## config.mk

```make
export PLATFORM = sky130hd
export DESIGN_NAME = gopf_eval_par
export DESIGN_NICKNAME = d
export VERILOG_FILES = /design/src/rtl/gopf_eval_par.sv
export SDC_FILE = /design/constraint.sdc
export NUM_CORES = 2
export LEC_CHECK = 0
export BUFFER_PORTS_ARGS = -buffer_cell sky130_fd_sc_hd__buf_2
export CORE_AREA = 5 5 341 343
export CTS_BUF_LIST = sky130_fd_sc_hd__clkbuf_4 sky130_fd_sc_hd__clkbuf_8
export DETAILED_ROUTE_END_ITERATION = 8
export DIE_AREA = 0 0 346 348
export GPL_ROUTABILITY_DRIVEN = 0
export PLACE_DENSITY = 0.52
export SETUP_SLACK_MARGIN = 0.3
export SLEW_MARGIN = 40
export SYNTH_ARGS = -nofsm -noshare
export SYNTH_HDL_FRONTEND = slang
export SYNTH_SLANG_ARGS = --single-unit
```

## constraint.sdc

```tcl
create_clock -name clk -period 3.8 [get_ports clk]
set_clock_uncertainty 0.15 [all_clocks]
set_input_delay 0.19 -clock clk [delete_from_list [all_inputs] [get_ports clk]]
set_output_delay 0.19 -clock clk [all_outputs]
set_load 0.02 [all_outputs]
```

## src/rtl/gopf_eval_par.sv

```systemverilog
`default_nettype none
// ----------------------------------------------------------------------------
// gopf_eval_par: LANES-wide Horner evaluator of a Goppa polynomial over
// GF(2^GF_W), driving an external multiplier array.            Rev 1.0
// ----------------------------------------------------------------------------
module gopf_eval_par #(
  parameter int GF_W  = 16,
  parameter int LANES = 9,
  parameter int DEG   = 8,
  parameter int IDX_W = 4
) (
  input  logic                      clk,
  input  logic                      rst,
  input  logic                      start,
  input  logic [LANES-1:0]          lane_en,
  input  logic [(DEG+1)*GF_W-1:0]   gopf,
  input  logic [LANES*GF_W-1:0]     gf2e_element,
  output logic                      busy,
  output logic                      eval_done,
  output logic [LANES*GF_W-1:0]     eval_r_dat,
  output logic [LANES-1:0]          root_flag,
  output logic                      zero_poly,
  output logic                      mul_req,
  output logic [LANES*GF_W-1:0]     mul_o_out,
  output logic [LANES*GF_W-1:0]     mul_t_out,
  input  logic                      mul_ack,
  input  logic [LANES*GF_W-1:0]     mul_r_dat
);

  localparam int PW = LANES * GF_W;
  localparam int CW = (DEG + 1) * GF_W;

  typedef enum logic [2:0] {
    S_IDLE  = 3'd0,
    S_LOAD  = 3'd1,
    S_MREQ  = 3'd2,
    S_MWAIT = 3'd3,
    S_ADD   = 3'd4,
    S_DONE  = 3'd5
  } state_t;

  state_t            state_q, state_d;
  logic [CW-1:0]     coef_q, coef_d;
  logic [PW-1:0]     pts_q, pts_d;
  logic [LANES-1:0]  en_q, en_d;
  logic [PW-1:0]     acc_q, acc_d;
  logic [IDX_W-1:0]  idx_q, idx_d;
  logic [PW-1:0]     res_q, res_d;
  logic [LANES-1:0]  root_q, root_d;
  logic              zero_q, zero_d;

  logic [PW-1:0]     lane_mask;
  logic [IDX_W-1:0]  top_idx;
  logic              any_nz;
  logic [GF_W-1:0]   c_top;
  logic [IDX_W-1:0]  idx_m1;
  logic [GF_W-1:0]   c_next;

  generate
    for (genvar k = 0; k < LANES; k++) begin : g_mask
      assign lane_mask[k*GF_W +: GF_W] = {GF_W{en_q[k]}};
    end
  endgenerate

  // Leading-coefficient search and coefficient selects for LOAD / ADD.
  always_comb begin
    top_idx = '0;
    any_nz  = 1'b0;
    c_top   = '0;
    c_next  = '0;
    idx_m1  = idx_q - IDX_W'(1);
    for (int i = 0; i <= DEG; i++) begin
      if (coef_q[i*GF_W +: GF_W] != '0) begin
        top_idx = IDX_W'(i);
        any_nz  = 1'b1;
      end
    end
    for (int i = 0; i <= DEG; i++) begin
      if (top_idx == IDX_W'(i)) c_top  = coef_q[i*GF_W +: GF_W];
      if (idx_m1  == IDX_W'(i)) c_next = coef_q[i*GF_W +: GF_W];
    end
  end

  always_comb begin
    state_d = state_q;
    coef_d  = coef_q;
    pts_d   = pts_q;
    en_d    = en_q;
    acc_d   = acc_q;
    idx_d   = idx_q;
    res_d   = res_q;
    root_d  = root_q;
    zero_d  = zero_q;

    case (state_q)
      S_IDLE: begin
        if (start) begin
          coef_d  = gopf;
          pts_d   = gf2e_element;
          en_d    = lane_en;
          state_d = S_LOAD;
        end
      end
      S_LOAD: begin
        acc_d   = {LANES{c_top}} & lane_mask;
        idx_d   = top_idx;
        zero_d  = !any_nz;
        state_d = (top_idx == '0) ? S_DONE : S_MREQ;
      end
      S_MREQ: begin
        state_d = S_MWAIT;
      end
      S_MWAIT: begin
        // Products are captured here so the multiplier may drop them after ack.
        if (mul_ack) begin
          acc_d   = mul_r_dat & lane_mask;
          state_d = S_ADD;
        end
      end
      S_ADD: begin
        acc_d   = acc_q ^ ({LANES{c_next}} & lane_mask);
        idx_d   = idx_m1;
        state_d = (idx_m1 == '0) ? S_DONE : S_MREQ;
      end
      S_DONE: begin
        state_d = S_IDLE;
      end
      default: begin
        state_d = S_IDLE;
      end
    endcase

    // Results are latched on entry to DONE so they are visible during the pulse.
    if (state_d == S_DONE) begin
      res_d = acc_d;
      for (int k = 0; k < LANES; k++) begin
        root_d[k] = en_q[k] && (acc_d[k*GF_W +: GF_W] == '0);
      end
    end
  end

  always_ff @(posedge clk) begin
    if (rst) begin
      state_q <= S_IDLE;
      coef_q  <= '0;
      pts_q   <= '0;
      en_q    <= '0;
      acc_q   <= '0;
      idx_q   <= '0;
      res_q   <= '0;
      root_q  <= '0;
      zero_q  <= 1'b0;
    end else begin
      state_q <= state_d;
      coef_q  <= coef_d;
      pts_q   <= pts_d;
      en_q    <= en_d;
      acc_q   <= acc_d;
      idx_q   <= idx_d;
      res_q   <= res_d;
      root_q  <= root_d;
      zero_q  <= zero_d;
    end
  end

  assign busy       = (state_q != S_IDLE);
  assign eval_done  = (state_q == S_DONE);
  assign mul_req    = (state_q == S_MREQ);
  assign mul_o_out  = pts_q & lane_mask;
  assign mul_t_out  = acc_q;
  assign eval_r_dat = res_q;
  assign root_flag  = root_q;
  assign zero_poly  = zero_q;

endmodule
`default_nettype wire
```

==> run metrics <==
P_leak=23.0 nW; Sink Count=602; num rows=124; final period utilization=105%; area share of the largest cell type after synthesis=39.1%; post-DP HPWL=153 mm; hold slack final=0.0688 ns; fin cells=7807; CP startpoint kind=register; final setup margin=-0.172 ns; Die ar.=120000 um^2; minimum clock period=3.97 ns; critical path endpoint category=register; per-cell routed wire length=26.8 um; Final Power=20.2 mW; most frequent cells in the layout=888 x buf_2, 824 x nand2_1, 623 x buf_4; mux cell area share after synthesis=0.738%; H-tree Lvls=3; outcome=finished with violations; synth unique cells=100; Area Overhead vs Synth=76.9%; vias in the first global route=41992; CTS tree=built; layout cells sized above 1=36.9%; FMAX=252 MHz; top cells by area, synth=dfxtp_1 39%, nand2_1 10%, a21oi_1 8.0%; cts bufs inserted=111; Buffers on Ports=889; EDFF count, synth=0; 1st-iter DRT viols=5678; syn avg cell area=7.43 um^2; Synth area leader=dfxtp_1; initial core utilization=27.2%; Cells after Synth=4153; Final Hold Fails=0; Final Max Slew Viols=0; #FFs+latches synth=602; initial antenna violation count=7; Post-Synth XOR/XNOR Area=0.568%; All-Layer GR Usage=32.3%; sequential element share of the synthesized area=39.1%; Synth async-reset ratio=0%; final setup vio count=15; Worst VDD drop=0.000341 V; Worst EP required=4.41 ns; synth warn=0; Slew @ Worst Pin=1.08 ns; WHS Path Cells=4; largest net degree at the start of global routing=194; Synth Area in Compound Gates=28.4%; DP Cell Count=6895; most common cell after layout, fill and taps aside=buf_2; clock root buffer=clkbuf_8; P per Cell Area=371 nW/um^2; total of max-cap violations=0; post-route ant nets=0; global-route wire length before repair=293 mm; CP Data Arrival Time=4.58 ns; r2r worst-path depth=17; Worst Setup Path Type=register to register; Die Ht=348 um; RSZ-0062 raised after global routing=true; violated checks=DRC, setup timing; Mapped Area=30800 um^2; via count=43632; drt drc=1; syn nets=4602; drt via density=5.59; Slew headroom=27.8%; I/O pin count=890; Core Area=113000 um^2; grt total ovfl=0; maximum fanout along the worst path=6; simple-gate portion of the synthesized area=26.1%; DR pass1 iterations=9; largest family of logic cells by synthesized area=compound AO/OA/AOI/OAI gates; worst hold path type=primary input to register; CTS max path bufs=3; routed wire length=209 mm; Nets=6644; Clk pin slew, worst setup/hold paths=0.07 ns; Synth Area in Adders=0.162%; Die Wd=346 um; Worst-Skew Late Latency=0.83 ns; Main synth FF type=dfxtp_1
[cell usage after synthesis (48+ instances only)]
library cell and number:
nand4_1 49, a21oi_1 491, nor3_1 64, dfxtp_1 602, nand3_1 48, o21ai_0 165, nand2_1 844, a22oi_1 74
nor2_1 418, a211oi_1 113, clkbuf_1 307, and2_1 155
[worst paths after layout]
kind / slack (ns) / end / startpoint
setup / recovery: -0.17 / root_flag[1] / coef_q[102]
hold reg to reg: 0.30 / pts_q[44] / pts_q[44]
setup reg to reg: -0.17 / root_flag[1] / coef_q[102]
hold / removal: 0.07 / coef_q[103] / gopf[103]
[critical path: stages (launching register included)]
cell	delay, ns
dfxtp_2	0.33
nor4_4	0.27
buf_4	0.15
nand4_1	0.14
buf_6	0.17
buf_4	0.18
nor3_4	0.29
nand4_1	0.23
o211a_1	0.27
a21oi_2	0.23
buf_6	0.17
nor2_2	0.05
buf_12	0.14
buf_4	0.16
a21oi_2	0.20
nand4_1	0.13
or4b_4	0.57
o21ai_1	0.13
[layout make-up]
| class | count | area (um^2) |
|---|---|---|
| tap | 1512 | 1890 |
| timing repair buffer | 2277 | 17600 |
| antenna | 6 | 15.0 |
| clock inverter | 39 | 607 |
| inverter | 41 | 166 |
| clock buffer | 168 | 2150 |
| sequential | 602 | 12100 |
| fill | 10740 | 58700 |
| multi-input combinational | 3162 | 20100 |
[registers in the layout (all words and copies together) (netlist names)]
register	cells
coef_q	144
en_q	9
eval_r_dat	144
idx_q	4
mul_t_out	144
pts_q	144
root_flag	9
state_q	3
zero_poly	1
[power by group]
part / switching, mW / internal (mW) / leakage [nW]
clock: 3.19 / 4.55 / 1.44
combinational: 3.24 / 2.39 / 16.7
sequential: 0.269 / 6.59 / 4.91
total: 6.70 / 13.5 / 23.0
[stage by stage]
stage | utilization [%] | worst slack (ns) | instance area [um^2] | TNS, ns
2_1_floorplan | - | -0.0725 | 31100 | -0.0725
3_3_place_gp | 37.0 | -0.516 | 41900 | -17.36
3_5_place_dp | 37.0 | -0.481 | 41900 | -13.58
4_1_cts | 46.3 | -0.0867 | 52500 | -0.204
5_1_grt | 48.2 | -0.264 | 54600 | -2.79
6_report | 48.2 | -0.172 | 54600 | -1.21
[routing by layer]
metal  global-route usage, %  part of all wire (%)
met1                    39.2                    37
met2                    49.2                    42
met3                    9.91                    12
met4                    22.1                   8.5
met5                       0                0.0091
[cells by family (layout without fill, tap and decap cells)]
family | count (synthesis) | in the layout
XOR/XNOR | 20 | 20
multiplexers | 22 | 22
AND/OR/NAND/NOR | 1789 | 1790
AO/OA/AOI/OAI | 1326 | 1326
other | 0 | 6
adder cells (fa/ha/maj) | 4 | 4
flip-flops | 602 | 602
buffers and inverters | 390 | 2525
[repair_timing]
action / in CTS / in global routing
hold buffers: 606 / 0
buffers inserted: 28 / 61
pin swaps: 65 / 124
endpoints found under the hold margin: 556 / 0
cloned: 1 / 2
endpoints found under the setup margin: 221 / 226
gates resized for setup: 305 / 312
Note: power is estimated with default switching activity, not from simulation.
